## src/rtl/digit_serial_adder_if.sv

```systemverilog
// Handshake and operand/result bundle between a sequencer (master) and the
// digit-serial adder (slave).
interface digit_serial_adder_if #(
    parameter int WIDTH = 16
);
    logic             start;
    logic             sub;
    logic             cin;
    logic [WIDTH-1:0] a;
    logic [WIDTH-1:0] b;
    logic             busy;
    logic             done;
    logic [WIDTH-1:0] sum;
    logic             cout;
    logic             ovf;

    modport master (
        output start, sub, cin, a, b,
        input  busy, done, sum, cout, ovf
    );

    modport slave (
        input  start, sub, cin, a, b,
        output busy, done, sum, cout, ovf
    );
endinterface

```

## src/rtl/digit_serial_adder.sv

```systemverilog
// Multi-cycle adder/subtractor that reuses one DIGIT-bit ripple slice,
// consuming the operands least-significant digit first.
module digit_serial_adder #(
    parameter int WIDTH = 16,
    parameter int DIGIT = 4
) (
    input  logic                clk,
    input  logic                rst_n,
    digit_serial_adder_if.slave bus
);
    localparam int NDIG = WIDTH / DIGIT;
    localparam int CW   = (NDIG > 1) ? $clog2(NDIG) : 1;

    generate
        if (WIDTH % DIGIT != 0) begin : gBadParam
            $error("digit_serial_adder: WIDTH must be a multiple of DIGIT");
        end
    endgenerate

    typedef enum logic {
        IDLE,
        RUN
    } state_t;

    state_t           state_q;
    logic [WIDTH-1:0] opA_q;
    logic [WIDTH-1:0] opB_q;
    logic [WIDTH-1:0] res_q;
    logic             carry_q;
    logic [CW-1:0]    cnt_q;
    logic             busy_q;
    logic             done_q;
    logic [WIDTH-1:0] sum_q;
    logic             cout_q;
    logic             ovf_q;

    logic [DIGIT:0]       sliceSum;
    logic                 carry_d;
    logic                 msbCarryIn;
    logic [WIDTH+DIGIT-1:0] resWide;
    logic [WIDTH-1:0]     res_d;
    logic                 lastDigit;

    assign sliceSum   = {1'b0, opA_q[DIGIT-1:0]} + {1'b0, opB_q[DIGIT-1:0]}
                      + {{DIGIT{1'b0}}, carry_q};
    assign carry_d    = sliceSum[DIGIT];
    // Recover the carry into the top bit of this digit from its sum bit.
    assign msbCarryIn = opA_q[DIGIT-1] ^ opB_q[DIGIT-1] ^ sliceSum[DIGIT-1];
    assign resWide    = {sliceSum[DIGIT-1:0], res_q};
    assign res_d      = resWide[WIDTH+DIGIT-1:DIGIT];
    assign lastDigit  = (cnt_q == CW'(NDIG - 1));

    // Subtraction is a + ~b + ~cin, so the inversion happens once at load time.
    always_ff @(posedge clk or negedge rst_n) begin
        if (!rst_n) begin
            state_q <= IDLE;
            opA_q   <= '0;
            opB_q   <= '0;
            res_q   <= '0;
            carry_q <= 1'b0;
            cnt_q   <= '0;
            busy_q  <= 1'b0;
            done_q  <= 1'b0;
            sum_q   <= '0;
            cout_q  <= 1'b0;
            ovf_q   <= 1'b0;
        end else begin
            done_q <= 1'b0;
            case (state_q)
                IDLE: begin
                    if (bus.start) begin
                        opA_q   <= bus.a;
                        opB_q   <= bus.sub ? ~bus.b : bus.b;
                        carry_q <= bus.cin ^ bus.sub;
                        cnt_q   <= '0;
                        busy_q  <= 1'b1;
                        state_q <= RUN;
                    end
                end
                RUN: begin
                    opA_q   <= opA_q >> DIGIT;
                    opB_q   <= opB_q >> DIGIT;
                    res_q   <= res_d;
                    carry_q <= carry_d;
                    cnt_q   <= cnt_q + CW'(1);
                    if (lastDigit) begin
                        sum_q   <= res_d;
                        cout_q  <= carry_d;
                        ovf_q   <= msbCarryIn ^ carry_d;
                        busy_q  <= 1'b0;
                        done_q  <= 1'b1;
                        state_q <= IDLE;
                    end
                end
                default: state_q <= IDLE;
            endcase
        end
    end

    assign bus.busy = busy_q;
    assign bus.done = done_q;
    assign bus.sum  = sum_q;
    assign bus.cout = cout_q;
    assign bus.ovf  = ovf_q;
endmodule

```

## src/flat_wrapper.sv

```systemverilog
// flat-port wrapper written by rule: the top's interface ports become plain ports
module digit_serial_adder_flat 
#(
    parameter int WIDTH = 16,
    parameter int DIGIT = 4
)
  (clk, rst_n, bus_start, bus_sub, bus_cin, bus_a, bus_b, bus_busy, bus_done, bus_sum, bus_cout, bus_ovf);
  digit_serial_adder_if #(.WIDTH(WIDTH)) bus_i ();
  input  logic clk;
  input  logic rst_n;
  input wire logic [$bits(bus_i.start)-1:0] bus_start;
  input wire logic [$bits(bus_i.sub)-1:0] bus_sub;
  input wire logic [$bits(bus_i.cin)-1:0] bus_cin;
  input wire logic [$bits(bus_i.a)-1:0] bus_a;
  input wire logic [$bits(bus_i.b)-1:0] bus_b;
  output wire logic [$bits(bus_i.busy)-1:0] bus_busy;
  output wire logic [$bits(bus_i.done)-1:0] bus_done;
  output wire logic [$bits(bus_i.sum)-1:0] bus_sum;
  output wire logic [$bits(bus_i.cout)-1:0] bus_cout;
  output wire logic [$bits(bus_i.ovf)-1:0] bus_ovf;
  assign bus_i.start = bus_start;
  assign bus_i.sub = bus_sub;
  assign bus_i.cin = bus_cin;
  assign bus_i.a = bus_a;
  assign bus_i.b = bus_b;
  assign bus_busy = bus_i.busy;
  assign bus_done = bus_i.done;
  assign bus_sum = bus_i.sum;
  assign bus_cout = bus_i.cout;
  assign bus_ovf = bus_i.ovf;
  digit_serial_adder #(.WIDTH(WIDTH), .DIGIT(DIGIT)) u_core (.clk(clk), .rst_n(rst_n), .bus(bus_i));
endmodule
```

## config.mk

```make
export PLATFORM = sky130hd
export DESIGN_NAME = digit_serial_adder_flat
export DESIGN_NICKNAME = d
export VERILOG_FILES = /design/src/rtl/digit_serial_adder_if.sv /design/src/rtl/digit_serial_adder.sv /design/src/flat_wrapper.sv
export SDC_FILE = /design/constraint.sdc
export NUM_CORES = 1
export LEC_CHECK = 0
export ABC_AREA = 0
export BUFFER_PORTS_ARGS = -buffer_cell sky130_fd_sc_hd__buf_2
export CAP_MARGIN = 40
export CORE_ASPECT_RATIO = 1.2
export CORE_UTILIZATION = 59
export CTS_CLUSTER_DIAMETER = 60
export DETAILED_ROUTE_END_ITERATION = 12
export PLACE_DENSITY = 0.87
export RECOVER_POWER = 50
export SLEW_MARGIN = 10
export SYNTH_ARGS = -nofsm -noshare
export SYNTH_HDL_FRONTEND = slang
export SYNTH_SLANG_ARGS = --single-unit
```

## constraint.sdc

```tcl
create_clock -name clk -period 2.72 [get_ports clk]
set_input_delay 0.136 -clock clk [delete_from_list [all_inputs] [get_ports clk]]
set_output_delay 0.136 -clock clk [all_outputs]
set_load 0.01 [all_outputs]
```

Word-level counts from Yosys, hierarchy flattened
Index checks and enable logic that the tools add are counted.
{"block": "word_totals", "ff_bits": 72, "latchBits": 0, "mem_bits_rw": 0, "romBits": 0, "input_bits": 37, "output_inout_bits": 20, "mem_count": 0}
{"block": "op_classes", "n_addsub": 3, "multipliers": 0, "div_mod_pow": 0, "n_lt_le_gt_ge": 0, "eq_ne": 3, "shift": 0, "muxes": 17, "n_bitwise": 6, "n_reduce_logical": 2}
{"cell": "case mux 16 bit (2 select lines)", "n": 2}
{"cell": "2-to-1 mux 16 bit", "n": 3}
{"cell": "inverter 16 bit", "n": 1}
{"cell": "2-to-1 mux 1 bit", "n": 7}
{"cell": "case mux 1 bit (2 select lines)", "n": 3}
{"cell": "adder 4 x 4 -> 5 bit", "n": 1}
{"cell": "adder 5 x 1 -> 5 bit", "n": 1}
{"cell": "inequality test 2 bit, second input constant", "n": 2}
{"cell": "case mux 2 bit (2 select lines)", "n": 1}
{"cell": "AND reduction 2 bit", "n": 2}
{"cell": "XOR 1 bit", "n": 4}
{"cell": "adder 2 x 1 -> 2 bit, second input constant", "n": 1}
{"cell": "== test 2 bit, second input constant", "n": 1}
{"cell": "2-to-1 mux 2 bit", "n": 1}
{"cell": "inverter 1 bit", "n": 1}

Depth between registers and ports, before layout
{"block": "logic_depth", "ltp_word": 4, "depth_mapped": 7}

Least setup slack after synthesis
No wires, ideal clock.
{"block": "synth_timing", "path_kind": "register -> register", "start": "register u_core.carry_q", "end": "register u_core.ovf_q (netlist: u_core.bus.ovf)", "setup_ns": 0.128, "t_arrival_ns": 1.524, "t_required_ns": 2.592, "slack_ns": 1.068, "path_stages_with_launch": 8, "n_path_buf": 0, "synth_period_minus_slack_ns": 1.652, "cell_sequence": "dfrtp_1 > fa_1 > inv_1 > fa_1 > nand2b_1 > a21oi_1 > xor2_1 > o21ai_0"}
{"block": "synth_via", "elab_chain_len": 3}
{"element": "start, declared", "line": "digit_serial_adder.sv:29", "text": "logic carry_q;"}
{"element": "start signal, assigned", "line": "digit_serial_adder.sv:74", "text": "carry_q <= bus.cin ^ bus.sub;"}
{"element": "start signal, assigned", "line": "digit_serial_adder.sv:84", "text": "carry_q <= carry_d;"}
{"element": "adder 5 x 1 -> 5 bit (*)", "line": "digit_serial_adder.sv:45", "text": "+ {{DIGIT{1'b0}}, carry_q};"}
{"element": "XOR 1 bit", "line": "digit_serial_adder.sv:48", "text": "assign msbCarryIn = opA_q[DIGIT-1] ^ opB_q[DIGIT-1] ^ sliceSum[DIGIT-1];"}
{"element": "XOR 1 bit (*)", "line": "digit_serial_adder.sv:89", "text": "ovf_q <= msbCarryIn ^ carry_d;"}
{"element": "end signal, assigned", "line": "digit_serial_adder.sv:89"}
{"element": "end, declared", "line": "digit_serial_adder.sv:35", "text": "logic ovf_q;"}
Every way passes the cells marked *; elsewhere a longest branch is shown, timed or not.
A chain may end at the register's enable or synchronous reset.

Final worst setup path
Ends and elaborated chain as after synthesis.

==> impl_summary.log <==
[metrics] run status: complete, no violations
[metrics] leading cell types by count after synthesis: 68 x dfrtp_1, 42 x nand2_1, 38 x o21ai_0
[metrics] number of buffers inserted by hold repair at cts: 1
[metrics] EDFF count, synth: 0
[metrics] Post-DRT Antenna Nets: 0
[metrics] r2r worst-path depth: 7
[metrics] HPWL after DPL: 3.72 mm
[metrics] cts bufs inserted: 9
[metrics] Crit Path Max Fanout: 3
[metrics] clock-pin slew on the worst setup and hold paths: 0.07 ns
[metrics] area share of the largest cell type after synthesis: 55.4%
[metrics] RSZ-0062 raised after global routing: no
[metrics] number of fill cells in the layout: 389
[metrics] CP dominant cell by count: fa_1
[metrics] Warnings, synthesis: 0
[metrics] core outline area: 4970 um^2
[metrics] largest net degree at the start of global routing: 75
[metrics] Die Area: 5500 um^2
[metrics] max-slew violation count: 0
[metrics] worst setup slack after placement: 0.846 ns
[metrics] Final GP Congestion: 0.760
[metrics] antenna violations before repair: 0
[metrics] Remaining Overflow, GRT: 0
[metrics] vias after detailed routing: 2074
[metrics] Remaining DRCs: 0
[metrics] summed instance area of the synthesized netlist: 3070 um^2
[metrics] buffer and inverter count on the worst path: 1
[metrics] dominant cells by area after synthesis: dfrtp_1 55%, mux2_2 8.8%, o21ai_0 6.2%, mux2i_1 5.9%, xnor2_1 5.4%
[metrics] flop2flop setup slack: 0.84 ns
[metrics] number of cells on the worst hold path: 3
[metrics] kind of capture point of the worst setup path: register
[metrics] detailed-route vias per instance: 5.32
[metrics] final critical-path share of the clock period: 69.3%
[metrics] global-route wire length before repair: 8.96 mm
[metrics] number of top-level design ports: 57
[metrics] area growth from synthesis to final layout: 17.4%
[metrics] count of mapped cells out of synthesis: 269
[metrics] peak per-stage delay on the critical path: 0.40 ns
[metrics] maximum VDD drop: 0.494 mV
[metrics] Clock Sink Count: 68
[metrics] max_slew headroom: 45.6%
[metrics] Synthesized Nets: 312
[metrics] router iterations before antenna repair: 4
[metrics] Final setup viols: 0
[metrics] Leak: 1.73 nW
[metrics] power per cell area: 1120 nW/um^2
[metrics] average detailed-routed wire length per instance: 14.0 um
[metrics] DIE HEIGHT: 81.0 um
[metrics] total routing usage reported by global routing: 22.9%
[metrics] arrival time of the worst setup path: 2.11 ns
[metrics] number of port buffers: 56
[metrics] fraction of layout instances using a drive strength above 1: 27.3%
[metrics] Setup Fix Bufs, Post-CTS: 0
[metrics] count of instances resized after the clock tree is built: 0
[metrics] worst-case clock buffer depth: 2
[metrics] kind of path behind the tightest hold check: input port to register
[metrics] most area-hungry cell type in the Yosys netlist: dfrtp_1
[metrics] count of final hold-check violations: 0
[metrics] worst-path cell chain: fa_1, inv_1, fa_1, nand2b_1, a21oi_1, xor2_1, o21ai_0
[metrics] aggregate negative setup slack: 0 ns
[metrics] detailed router's first-iteration violation count: 125
[metrics] final layout net count: 368
[metrics] Synth Register Bits: 68
[metrics] routed wire length: 5.47 mm
[metrics] initial standard-cell utilization of the core: 61.7%
[metrics] element type at the critical path start: register
[metrics] most common cell in the synthesized netlist: dfrtp_1
[metrics] maxcap violations: 0
[metrics] Clock Root Buffer: clkbuf_8
[metrics] number of diodes added for antenna fixing: 0
[metrics] Std-Cell Rows: 28
[metrics] sequential share of the synthesized area: 55.4%
[metrics] Worst Slack Setup Final: 0.836 ns
[metrics] Crit. path cell count: 7
[metrics] Clock H-tree levels: 3
[metrics] async set-reset flop share out of synthesis: 100%
[metrics] slowest library cell on the worst path: fa_1
[metrics] post-synthesis cell type count: 25
[metrics] critical path start-end classification: register to register
[metrics] gate family responsible for the most delay along the worst path: adder cells
[metrics] TritonCTS clock tree: built
[metrics] clock period minus final worst setup slack: 1.88 ns
[metrics] required time at the endpoint of the critical path: 2.95 ns
[metrics] Synth Area per Inst: 11.4 um^2
[metrics] horizontal die dimension: 67.9 um
[metrics] Top FF cell, synth: dfrtp_1
[metrics] Max Clk Rate: 531 MHz
[metrics] clock latency at the later pin of the worst-skew pair: 0.34 ns
[metrics] Setup Skew: 0.00847 ns
[metrics] vias in the first global route: 2044
[metrics] measured slew at the worst slew-check pin: 0.817 ns
==> state kept, by name, indices dropped and copies added (netlist names) <==
name	count
u_core.bus.done	1
u_core.cnt_q	2
u_core.carry_q	1
u_core.bus.sum	16
u_core.res_q	12
u_core.opA_q	16
u_core.bus.cout	1
u_core.bus.ovf	1
u_core.state_q	1
u_core.opB_q	16
u_core.bus.busy	1
==> final cells by class <==
cell class / instances / area, um^2 / area share (%)
Multi-Input combinational cell: 177 / 1240 / 34.3
Clock buffer: 11 / 151 / 4.20
Tap cell: 60 / 75.1 / 2.08
Sequential cell: 68 / 1700 / 47.2
Inverter: 6 / 22.5 / 0.625
Clock inverter: 5 / 106 / 2.95
Timing Repair Buffer: 63 / 310 / 8.61
==> worst reg2reg max path: cells and delay by family, from the launching register on <==
kind	cells	cell delay [ns]
adders and majority gates	2	0.62
DFF	1	0.38
AOI/OAI and AO/OA	2	0.37
and+or+nand+nor	1	0.18
xor gates and xnor gates	1	0.16
buffers and inverters	1	0.06
==> final timing paths <==
kind | start | endpoint
max | u_core.carry_q | u_core.bus.ovf
min | bus_a[15] | u_core.opA_q[15]
max in group asynchronous | rst_n | u_core.opB_q[3]
min in group asynchronous | rst_n | u_core.bus.sum[1]
max reg2reg | u_core.carry_q | u_core.bus.ovf
min reg2reg | u_core.opB_q[11] | u_core.opB_q[7]
==> cell families after synthesis <==
logic type	after synthesis	share of synthesized area [%]
flops	68	55.4
simple gates	57	7.13
compound gates	50	8.84
mux	44	15.6
buf+inv	24	4.36
xor+xnor	20	5.70
fa+ha+maj	6	2.93
==> stage by stage <==
| stage | area, um^2 | total power [mW] | util (%) | instances | hold WS, ns |
|---|---|---|---|---|---|
| detailed placement | 3370 | 3.04 | 67.8 | 373 | 0.0600 |
| global placement | 3350 | 2.93 | 67.4 | 372 | 0.364 |
| floorplan | 3070 | 2.63 | - | 269 | -0.160 |
| finish | 3600 | 4.04 | 72.5 | 390 | 0.0342 |
| global route | 3600 | 4.31 | 72.5 | 390 | 0.0262 |
| CTS | 3640 | 4.11 | 73.2 | 390 | 0.0172 |
==> cells in the final DEF, fill, tap and decap left out, types with 11 or more instances in the layout <==
cell	n
xnor2_1	19
buf_2	41
clkbuf_1	16
dfrtp_1	67
clkbuf_8	11
mux2_2	24
nand2_1	42
o21ai_0	38
mux2i_1	18
nor2_1	13
==> metal layers <==
layer | global-route usage [%] | up-vias | share of wire [%]
met5 | 0 | - | 0
met4 | 11.5 | 0 | 1.5
li1 | - | 1012 | -
met3 | 6.88 | 9 | 5.3
met1 | 26.4 | 1002 | 42
met2 | 38.0 | 51 | 51
==> power by group <==
group          internal [mW]  switching [mW]  total [mW]  leakage [nW]
sequential              1.44           0.239        1.68         0.867
clock                  0.662           0.383        1.05         0.126
combinational          0.640           0.677        1.32         0.735
No activity file was read; power rests on OpenSTA's default activity.
